==> config.mk <==
export PLATFORM = sky130hd
export DESIGN_NAME = imm_encoder_flat
export DESIGN_NICKNAME = d
export VERILOG_FILES = /design/src/rtl/imm_encoder_if.sv /design/src/rtl/imm_encoder.sv /design/src/flat_wrapper.sv
export SDC_FILE = /design/constraint.sdc
export NUM_CORES = 1
export LEC_CHECK = 0
export BUFFER_PORTS_ARGS = -buffer_cell sky130_fd_sc_hd__buf_4
export CAP_MARGIN = 15
export CORE_MARGIN = 4
export CORE_UTILIZATION = 45
export DETAILED_ROUTE_END_ITERATION = 6
export PLACE_DENSITY = 0.71
export SLEW_MARGIN = 20
export SYNTH_ARGS = -nofsm -noshare
export SYNTH_HDL_FRONTEND = slang
export SYNTH_SLANG_ARGS = --single-unit
==> constraint.sdc <==
create_clock -name iCLK -period 2.4 [get_ports iCLK]
set_input_delay 0.12 -clock iCLK [delete_from_list [all_inputs] [get_ports iCLK]]
set_output_delay 0.12 -clock iCLK [all_outputs]
set_load 0.05 [all_outputs]
==> src/rtl/imm_encoder_if.sv <==
// Command and instruction-stream bundle for imm_encoder.
// slave is the encoder's view and master is the command source / consumer view.
interface imm_encoder_if;
    logic        iCmdValid;
    logic        oCmdReady;
    logic [2:0]  iFmt;
    logic [6:0]  iOpcode;
    logic [4:0]  iRd;
    logic [4:0]  iRs1;
    logic [4:0]  iRs2;
    logic [2:0]  iFunct3;
    logic [6:0]  iFunct7;
    logic [31:0] iImm;
    logic        oInstrValid;
    logic        iInstrReady;
    logic [31:0] oInstr;
    logic        oRangeErr;
    logic        oLast;

    modport slave (
        input  iCmdValid, iFmt, iOpcode, iRd, iRs1, iRs2, iFunct3, iFunct7, iImm,
        input  iInstrReady,
        output oCmdReady, oInstrValid, oInstr, oRangeErr, oLast
    );

    modport master (
        output iCmdValid, iFmt, iOpcode, iRd, iRs1, iRs2, iFunct3, iFunct7, iImm,
        output iInstrReady,
        input  oCmdReady, oInstrValid, oInstr, oRangeErr, oLast
    );
endinterface

==> src/rtl/imm_encoder.sv <==
// Assembles RV32I instruction words from format, register fields and an immediate.
// Also expands "li rd, imm32" into ADDI, LUI or LUI+ADDI through a one-entry output buffer.
module imm_encoder (
    input logic iCLK,
    input logic iRST,
    imm_encoder_if.slave bus
);
    localparam logic [6:0] OPC_LUI   = 7'b0110111;
    localparam logic [6:0] OPC_OPIMM = 7'b0010011;

    localparam logic [2:0] FMT_R  = 3'd0;
    localparam logic [2:0] FMT_I  = 3'd1;
    localparam logic [2:0] FMT_S  = 3'd2;
    localparam logic [2:0] FMT_B  = 3'd3;
    localparam logic [2:0] FMT_U  = 3'd4;
    localparam logic [2:0] FMT_J  = 3'd5;
    localparam logic [2:0] FMT_LI = 3'd6;

    typedef enum logic {IDLE, LI2} state_t;

    state_t      state, next_state;
    logic        vld_p0;
    logic [31:0] instr_p0;
    logic        err_p0;
    logic        last_p0;
    logic [4:0]  li_rd;
    logic [11:0] li_lo;

    logic        buf_free;
    logic        load;
    logic        capture_li;
    logic [31:0] nxt_instr;
    logic        nxt_err;
    logic        nxt_last;
    logic signed [31:0] imm_s;
    logic [31:0] li_hi;

    function automatic logic [31:0] pack(
        input logic [2:0]  fmt,
        input logic [6:0]  op,
        input logic [4:0]  rd,
        input logic [4:0]  rs1,
        input logic [4:0]  rs2,
        input logic [2:0]  f3,
        input logic [6:0]  f7,
        input logic [31:0] imm
    );
        case (fmt)
            FMT_R:   pack = {f7, rs2, rs1, f3, rd, op};
            FMT_I:   pack = {imm[11:0], rs1, f3, rd, op};
            FMT_S:   pack = {imm[11:5], rs2, rs1, f3, imm[4:0], op};
            FMT_B:   pack = {imm[12], imm[10:5], rs2, rs1, f3, imm[4:1], imm[11], op};
            FMT_U:   pack = {imm[31:12], rd, op};
            FMT_J:   pack = {imm[20], imm[10:1], imm[11], imm[19:12], rd, op};
            default: pack = 32'd0;
        endcase
    endfunction

    // Out-of-range immediates are still encoded by truncation; this only flags them.
    function automatic logic range_err(input logic [2:0] fmt, input logic signed [31:0] imm);
        case (fmt)
            FMT_I, FMT_S: range_err = (imm < -32'sd2048) || (imm > 32'sd2047);
            FMT_B:        range_err = (imm < -32'sd4096) || (imm > 32'sd4094) || imm[0];
            FMT_U:        range_err = (imm[11:0] != 12'd0);
            FMT_J:        range_err = (imm < -32'sd1048576) || (imm > 32'sd1048574) || imm[0];
            default:      range_err = 1'b0;
        endcase
    endfunction

    assign buf_free = !vld_p0 || bus.iInstrReady;
    assign imm_s    = bus.iImm;
    // Rounding the upper part lets the sign-extended ADDI low half land exactly on imm.
    assign li_hi    = bus.iImm + 32'h0000_0800;

    always_comb begin
        next_state    = state;
        load          = 1'b0;
        capture_li    = 1'b0;
        nxt_instr     = 32'd0;
        nxt_err       = 1'b0;
        nxt_last      = 1'b1;
        bus.oCmdReady = 1'b0;
        case (state)
            IDLE: begin
                bus.oCmdReady = buf_free;
                if (bus.iCmdValid && buf_free) begin
                    load = 1'b1;
                    if (bus.iFmt == FMT_LI) begin
                        if ((imm_s >= -32'sd2048) && (imm_s <= 32'sd2047)) begin
                            nxt_instr = {bus.iImm[11:0], 5'd0, 3'b000, bus.iRd, OPC_OPIMM};
                        end else if (bus.iImm[11:0] == 12'd0) begin
                            nxt_instr = {bus.iImm[31:12], bus.iRd, OPC_LUI};
                        end else begin
                            nxt_instr  = {li_hi[31:12], bus.iRd, OPC_LUI};
                            nxt_last   = 1'b0;
                            capture_li = 1'b1;
                            next_state = LI2;
                        end
                    end else if (bus.iFmt == 3'd7) begin
                        nxt_err = 1'b1;
                    end else begin
                        nxt_instr = pack(bus.iFmt, bus.iOpcode, bus.iRd, bus.iRs1, bus.iRs2,
                                         bus.iFunct3, bus.iFunct7, bus.iImm);
                        nxt_err   = range_err(bus.iFmt, imm_s);
                    end
                end
            end
            LI2: begin
                if (buf_free) begin
                    load       = 1'b1;
                    nxt_instr  = {li_lo, li_rd, 3'b000, li_rd, OPC_OPIMM};
                    next_state = IDLE;
                end
            end
            default: next_state = IDLE;
        endcase
    end

    // Output buffer stage
    always_ff @(posedge iCLK) begin
        if (iRST) begin
            state    <= IDLE;
            vld_p0   <= 1'b0;
            instr_p0 <= 32'd0;
            err_p0   <= 1'b0;
            last_p0  <= 1'b0;
        end else begin
            state <= next_state;
            if (load) begin
                vld_p0   <= 1'b1;
                instr_p0 <= nxt_instr;
                err_p0   <= nxt_err;
                last_p0  <= nxt_last;
            end else if (bus.iInstrReady) begin
                vld_p0 <= 1'b0;
            end
        end
    end

    always_ff @(posedge iCLK) begin
        if (capture_li) begin
            li_rd <= bus.iRd;
            li_lo <= bus.iImm[11:0];
        end
    end

    assign bus.oInstrValid = vld_p0;
    assign bus.oInstr      = instr_p0;
    assign bus.oRangeErr   = err_p0;
    assign bus.oLast       = last_p0;
endmodule
==> src/flat_wrapper.sv <==
// flat-port wrapper written by rule: the top's interface ports become plain ports
module imm_encoder_flat 
  (iCLK, iRST, bus_iCmdValid, bus_iFmt, bus_iOpcode, bus_iRd, bus_iRs1, bus_iRs2, bus_iFunct3, bus_iFunct7, bus_iImm, bus_iInstrReady, bus_oCmdReady, bus_oInstrValid, bus_oInstr, bus_oRangeErr, bus_oLast);
  imm_encoder_if bus_i ();
  input logic iCLK;
  input logic iRST;
  input wire logic [$bits(bus_i.iCmdValid)-1:0] bus_iCmdValid;
  input wire logic [$bits(bus_i.iFmt)-1:0] bus_iFmt;
  input wire logic [$bits(bus_i.iOpcode)-1:0] bus_iOpcode;
  input wire logic [$bits(bus_i.iRd)-1:0] bus_iRd;
  input wire logic [$bits(bus_i.iRs1)-1:0] bus_iRs1;
  input wire logic [$bits(bus_i.iRs2)-1:0] bus_iRs2;
  input wire logic [$bits(bus_i.iFunct3)-1:0] bus_iFunct3;
  input wire logic [$bits(bus_i.iFunct7)-1:0] bus_iFunct7;
  input wire logic [$bits(bus_i.iImm)-1:0] bus_iImm;
  input wire logic [$bits(bus_i.iInstrReady)-1:0] bus_iInstrReady;
  output wire logic [$bits(bus_i.oCmdReady)-1:0] bus_oCmdReady;
  output wire logic [$bits(bus_i.oInstrValid)-1:0] bus_oInstrValid;
  output wire logic [$bits(bus_i.oInstr)-1:0] bus_oInstr;
  output wire logic [$bits(bus_i.oRangeErr)-1:0] bus_oRangeErr;
  output wire logic [$bits(bus_i.oLast)-1:0] bus_oLast;
  assign bus_i.iCmdValid = bus_iCmdValid;
  assign bus_i.iFmt = bus_iFmt;
  assign bus_i.iOpcode = bus_iOpcode;
  assign bus_i.iRd = bus_iRd;
  assign bus_i.iRs1 = bus_iRs1;
  assign bus_i.iRs2 = bus_iRs2;
  assign bus_i.iFunct3 = bus_iFunct3;
  assign bus_i.iFunct7 = bus_iFunct7;
  assign bus_i.iImm = bus_iImm;
  assign bus_i.iInstrReady = bus_iInstrReady;
  assign bus_oCmdReady = bus_i.oCmdReady;
  assign bus_oInstrValid = bus_i.oInstrValid;
  assign bus_oInstr = bus_i.oInstr;
  assign bus_oRangeErr = bus_i.oRangeErr;
  assign bus_oLast = bus_i.oLast;
  imm_encoder u_core (.iCLK(iCLK), .iRST(iRST), .bus(bus_i));
endmodule
==> results of run 1 <==
## routing by layer
metal | vias up | GRT usage (%)
met5 | - | 0
met1 | 1827 | 39.6
met3 | 23 | 4.88
met2 | 231 | 42.2
met4 | 0 | 6.71
li1 | 1854 | -
## sequential cells by signal, summed over array words and instances, names as in the netlist
register / count
u_core.bus.oLast: 1
u_core.li_rd: 5
u_core.bus.oInstr: 32
u_core.li_lo: 12
u_core.state: 1
u_core.bus.oRangeErr: 1
u_core.bus.oInstrValid: 1
## report_power, final
part           leakage [nW]  internal (mW)  switching, mW
registers             0.451          0.977         0.0310
logic                  1.41          0.277          0.477
clock network        0.0423          0.213          0.317
total                  1.90           1.47          0.826
## cell type report
class	count	area, sq um	area share (%)
Sequential cell	53	1230	26.6
Clock buffer	5	68.8	1.49
Tap cell	102	128	2.76
Timing Repair Buffer	127	966	20.9
Clock inverter	3	26.3	0.568
Multi-Input combinational cell	345	2170	46.9
Inverter	10	37.5	0.811
## Yosys cell counts, types with 2 or more instances
cell type,instances
nor4_1,7
and3_1,12
mux2i_1,14
nor4_2,3
buf_2,9
nor3_1,10
and4_4,2
edfxtp_1,17
inv_1,9
clkbuf_1,20
nand2_1,50
o2111ai_1,3
a221o_1,2
nor2b_1,5
xnor2_1,11
a31oi_1,6
a22oi_1,6
dfxtp_1,36
a211oi_1,6
buf_4,3
nand3_1,34
o22ai_1,9
nand2b_1,5
nor2_1,34
a21o_1,2
o21ai_0,14
a21boi_0,3
o211ai_1,7
a21oi_1,40
xor2_1,6
nand4b_1,2
a221oi_1,11
nand4_1,7
mux2_2,2
o221ai_1,3
ha_1,2
nand3b_1,2
## how the worst max path moves through the flow
stage	startpoint	end	cells after the start
2_1_floorplan	bus_iImm[25]	u_core.li_lo[0]	7
3_5_place_dp	bus_iImm[25]	u_core.li_rd[1]	8
5_1_grt	bus_iImm[25]	u_core.li_lo[11]	8
3_3_place_gp	bus_iImm[25]	u_core.li_rd[0]	8
4_1_cts	bus_iImm[25]	u_core.li_rd[4]	8
6_report	bus_iImm[25]	u_core.li_rd[4]	8
## kinds of logic after synthesis
family | share of synthesized area (%)
compound gates | 24.2
xor+xnor | 4.14
fa+ha+maj | 0.696
buf+inv | 5.33
flops | 34.2
mux | 4.52
simple gates | 26.9
## through the flow
stage	util, %	std cells
finish	59.9	645
global placement	58.0	632
CTS	59.8	644
floorplan	-	441
global route	59.9	645
detailed placement	58.0	632
## repair_timing
| item | in CTS | in global routing |
|---|---|---|
| hold buffers | 4 | 1 |
| endpoints found under the hold margin | 4 | 1 |
| resized for setup | 0 | 0 |
==> reports/results.ini, run 1 <==
[critical_path]
cp_top_family = simple AND/OR/NAND/NOR gates
start_kind = primary input
cp.arrival_ns = 1.80
path_cells = buf_4 -> and4_4 -> and4_4 -> a2bb2o_4 -> nor3_1 -> nand3_1 -> inv_1 -> buf_4
required_ns = 2.42
cp_slowest_stage_delay_ns = 0.39
timing.rr.start = u_core.bus.oInstrValid
r2r_cells = 7
r2r-end = u_core.bus.oInstr[19]
r2r_setup_slack_ns = 0.62
slowest_stage = nor3_1
cp_num_buf_inv = 3
criticalPathCategory = primary input to flip-flop
end_kind = flip-flop
crit_fanout = 10

[global_routing]
grt_util_all_layers_pct = 27.4
grt_max_degree = 39
grt_pass1_wl_mm = 20.7
antenna_found_initial = 0
overflow = 0
grt_pass1_vias = 3673

[synth]
synth_nets = 514
synth_warnings = 0
synth_cell_type_count = 64
netlist_instances = 441
synth_top_area_cell = dfxtp_1
synth_top_area_share_pct = 20.0
synth-edff-count = 17
synthFlopType = dfxtp_1
ys_seq_elements = 53
synth-async-reset-ratio_pct = 0
synth_area_leaders = dfxtp_1 (20%), edfxtp_1 (14%), a21oi_1 (5.6%)
synth_seq_area_share_pct = 34.2
syn_avg_cell_area_sq_um = 8.15
syn_area_sq_mm = 0.00359

[cts]
cts_tree = built
cts_root_buf = clkbuf_8
clk_pin_slew_worst_paths_ns = 0.10
cts_max_level = 2
cts_sinks = 53
clock_latency_ns = 0.31
post-cts-setup-buffers = 0
clockBufferDepth = 2
cts_buffers = 5

[power_and_ir_drop]
p_total_mw = 2.29
power_density_mw_per_mm2 = 495
ir_worst_vdd_v = 0.000252
p_leak_nw = 1.90

[worst_hold_path]
hold_start = bus_iImm[9]
hold_end = u_core.li_lo[9]
hold_depth = 1
hold_class = primary input to flip-flop

[die]
die_x_um = 97.4
rows = 32
core-area_sq_mm = 0.00773
start_util_pct = 46.5
die_h_um = 97.4
dieArea_sq_mm = 0.00948
ios = 107

[sta]
finalHoldViolCount = 0
finalCriticalPeriod_ns = 1.78
fin_crit_sh_pct = 74.2
finalSetupViolations = 0
fin_worst_skew_ns = 0.0115
setup-tns-final_ns = 0
relSlewSlack_pct = 62.3
worst_pin_slew_ns = 0.565
slew_violations = 0
worst_hold_slack_ns = 0.0274
postLayoutSetupSlackWorst_ns = 0.619
fmax_mhz = 561
rsz0062_at_grt = false

[placement]
port_buffers = 106
gp_congestion = 0.936
hpwlAfterDp_mm = 10.3
pre_cts_slack_ns = 0.328
placed_cell_area_sq_mm = 0.00448

[detailed_routing]
vias = 3935
drc = 0
viasPerCell = 6.10
ant_nets = 0
wl_met1_mm = 5.88
top_layer_used = met4
dr.pass1.iters = 5
met2_wirelength_mm = 6.04
met3_length_mm = 1.24
drtIter0Drc = 415
wl_per_cell_um = 20.9
drt-total-wl_mm = 13.5

[layout]
drive_above_1_share_pct = 26.9
final_nets = 615
final_cell_mix = buf_4 (122), nand2_1 (50), a21oi_1 (40)
n_antenna_cell = 0
area_growth_pct = 28.8
fillCellCount = 730
stdcell_area_sq_mm = 0.00463
mostFrequentLayoutCell = buf_4

[outcome]
status = complete, no violations

[job]
maxCapViolCount = 0

Power figures use the tool's default switching activity.
==> inputs of run 2 (changes only) <==
--- a/config.mk
+++ b/config.mk
@@ -10,7 +10,7 @@
 export CORE_MARGIN = 4
 export CORE_UTILIZATION = 45
 export DETAILED_ROUTE_END_ITERATION = 6
-export PLACE_DENSITY = 0.71
+export PLACE_DENSITY = 0.74
 export SLEW_MARGIN = 20
 export SYNTH_ARGS = -nofsm -noshare
 export SYNTH_HDL_FRONTEND = slang
==> constraint.sdc (replaced) <==
create_clock -name iCLK -period 1.4 [get_ports iCLK]
set_input_delay 0.07 -clock iCLK [delete_from_list [all_inputs] [get_ports iCLK]]
set_output_delay 0.07 -clock iCLK [all_outputs]
set_load 0.05 [all_outputs]
==> reports/results.ini, run 2 (synthesis gave the netlist of run 1 again) <==
[outcome]
status = finished, violations left
violations = negative setup slack

[critical_path]
crit_top_cell = buf_6
end_kind = flip-flop
r2r_cells = 7
slowest_stage = dfxtp_4
cp.arrival_ns = 1.70
required_ns = 1.64
start_kind = flip-flop
crit_fanout = 7
path_cells = nand2b_4 -> and3_4 -> buf_6 -> nor2_4 -> buf_6 -> nand2_2 -> a21oi_2
criticalPathCategory = flip-flop to flip-flop
cp_slowest_stage_delay_ns = 0.38

[sta]
relSlewSlack_pct = 71.9
finalSetupViolations = 39
finalHoldViolCount = 0
slew_violations = 0
fin_crit_sh_pct = 105
fmax_mhz = 683
worst_pin_slew_ns = 0.421
setup-tns-final_ns = -1.43
rsz0062_at_grt = true
fin_worst_skew_ns = 0.0117
finalCriticalPeriod_ns = 1.46
postLayoutSetupSlackWorst_ns = -0.0640

[worst_hold_path]
hold_class = primary input to flip-flop
hold_depth = 3

[layout]
fillCellCount = 541
mostFrequentLayoutCell = buf_4
postLayoutCoreUtil_pct = 77.7
area_growth_pct = 67.0
final_cells = 767
final_cell_mix = buf_4 (228), nand2_1 (45), dfxtp_1 (35)
regArea_sq_mm = 0.00123
n_antenna_cell = 0
multiInputGateArea_sq_mm = 0.00251
final_nets = 737
drive_above_1_share_pct = 47.8
largest_register_ffs = 32

[detailed_routing]
vias = 4686
drc = 0
ant_nets = 0
dr.pass1.iters = 6
drtIter0Drc = 549
wl_per_cell_um = 20.5
viasPerCell = 6.11
drt-total-wl_mm = 15.7

[global_routing]
grt_pass1_wl_mm = 23.6
grt_pass1_vias = 4438
overflow = 0
grt_max_degree = 22
antenna_found_initial = 0
grt_util_all_layers_pct = 30.9

[placement]
hpwlAfterDp_mm = 12.0
gp_congestion = 1.01
port_buffers = 106
dp.cells = 741

[cts]
cts_buffers = 5
clk_pin_slew_worst_paths_ns = 0.11
cts_max_level = 2
cts_tree = built
clockBufferDepth = 2
cts_sinks = 53
clock_latency_ns = 0.31
cts_root_buf = clkbuf_8

[power_and_ir_drop]
p_total_mw = 4.36
power_density_mw_per_mm2 = 727
ir_worst_vdd_v = 0.000427
p_leak_nw = 2.62

[job]
maxCapViolCount = 0

[die]
die_h_um = 97.4
ios = 107
core-area_sq_mm = 0.00773
dieArea_sq_mm = 0.00948
start_util_pct = 46.5
die_x_um = 97.4
rows = 32

-- run 2: area by class of cell --
type | count | share of cell area [%]
Inverter | 10 | 0.688
Tap cell | 102 | 2.13
Sequential cell | 53 | 20.6
Timing Repair Buffer | 248 | 33.2
Clock inverter | 3 | 0.417
Clock buffer | 5 | 1.15
Multi-Input combinational cell | 346 | 41.8
-- run 2: timing repair --
action	CTS	global route
cloned	0	1
hold buffers	5	0
gates resized for setup	25	29
endpoints found under the hold margin	5	0
pin swaps	14	19
setup buffers	10	2
setup endpoints to repair	44	48
-- run 2: report_power, final --
group          switching (mW)  internal, mW  total (mW)
Clock                   0.584         0.368       0.952
Combinational           0.950         0.721        1.67
Sequential             0.0625          1.68        1.74
Total                    1.60          2.76        4.36
-- run 2: through the flow --
step                      area [sq um]  setup WS (ns)  hold slack, ns
after CTS                         5850        -0.0451        0.000473
after global routing              6000         -0.122         0.00402
after detailed placement          5490         -0.455           0.262
after floorplan                   3780         -0.218           0.169
after global placement            5490         -0.406           0.263
final                             6000        -0.0640         0.00193
-- run 2: worst max-delay path, delay by kind of cell (launching register included) --
| kind | cells | cell delay [ns] |
|---|---|---|
| and+or+nand+nor | 4 | 0.56 |
| DFF | 1 | 0.38 |
| buffers and inverters | 2 | 0.32 |
| AOI/OAI and AO/OA | 1 | 0.13 |
-- run 2: path summary, 6_finish.rpt --
path / to / slack (ns) / from
max: u_core.bus.oInstr[2] / -0.06 / u_core.bus.oInstrValid
min: u_core.bus.oInstrValid / 0.002 / bus_iCmdValid
max reg2reg: u_core.bus.oInstr[2] / -0.06 / u_core.bus.oInstrValid
min reg2reg: u_core.bus.oInstr[6] / 0.48 / u_core.bus.oInstr[6]
-- run 2: routing by layer --
layer | vias up | GRT usage (%) | share of wire [%]
li1 | 2108 | - | -
met1 | 2189 | 41.4 | 38
met2 | 343 | 51.4 | 47
met3 | 46 | 4.16 | 11
met4 | 0 | 9.58 | 3.3
met5 | - | 0 | 0
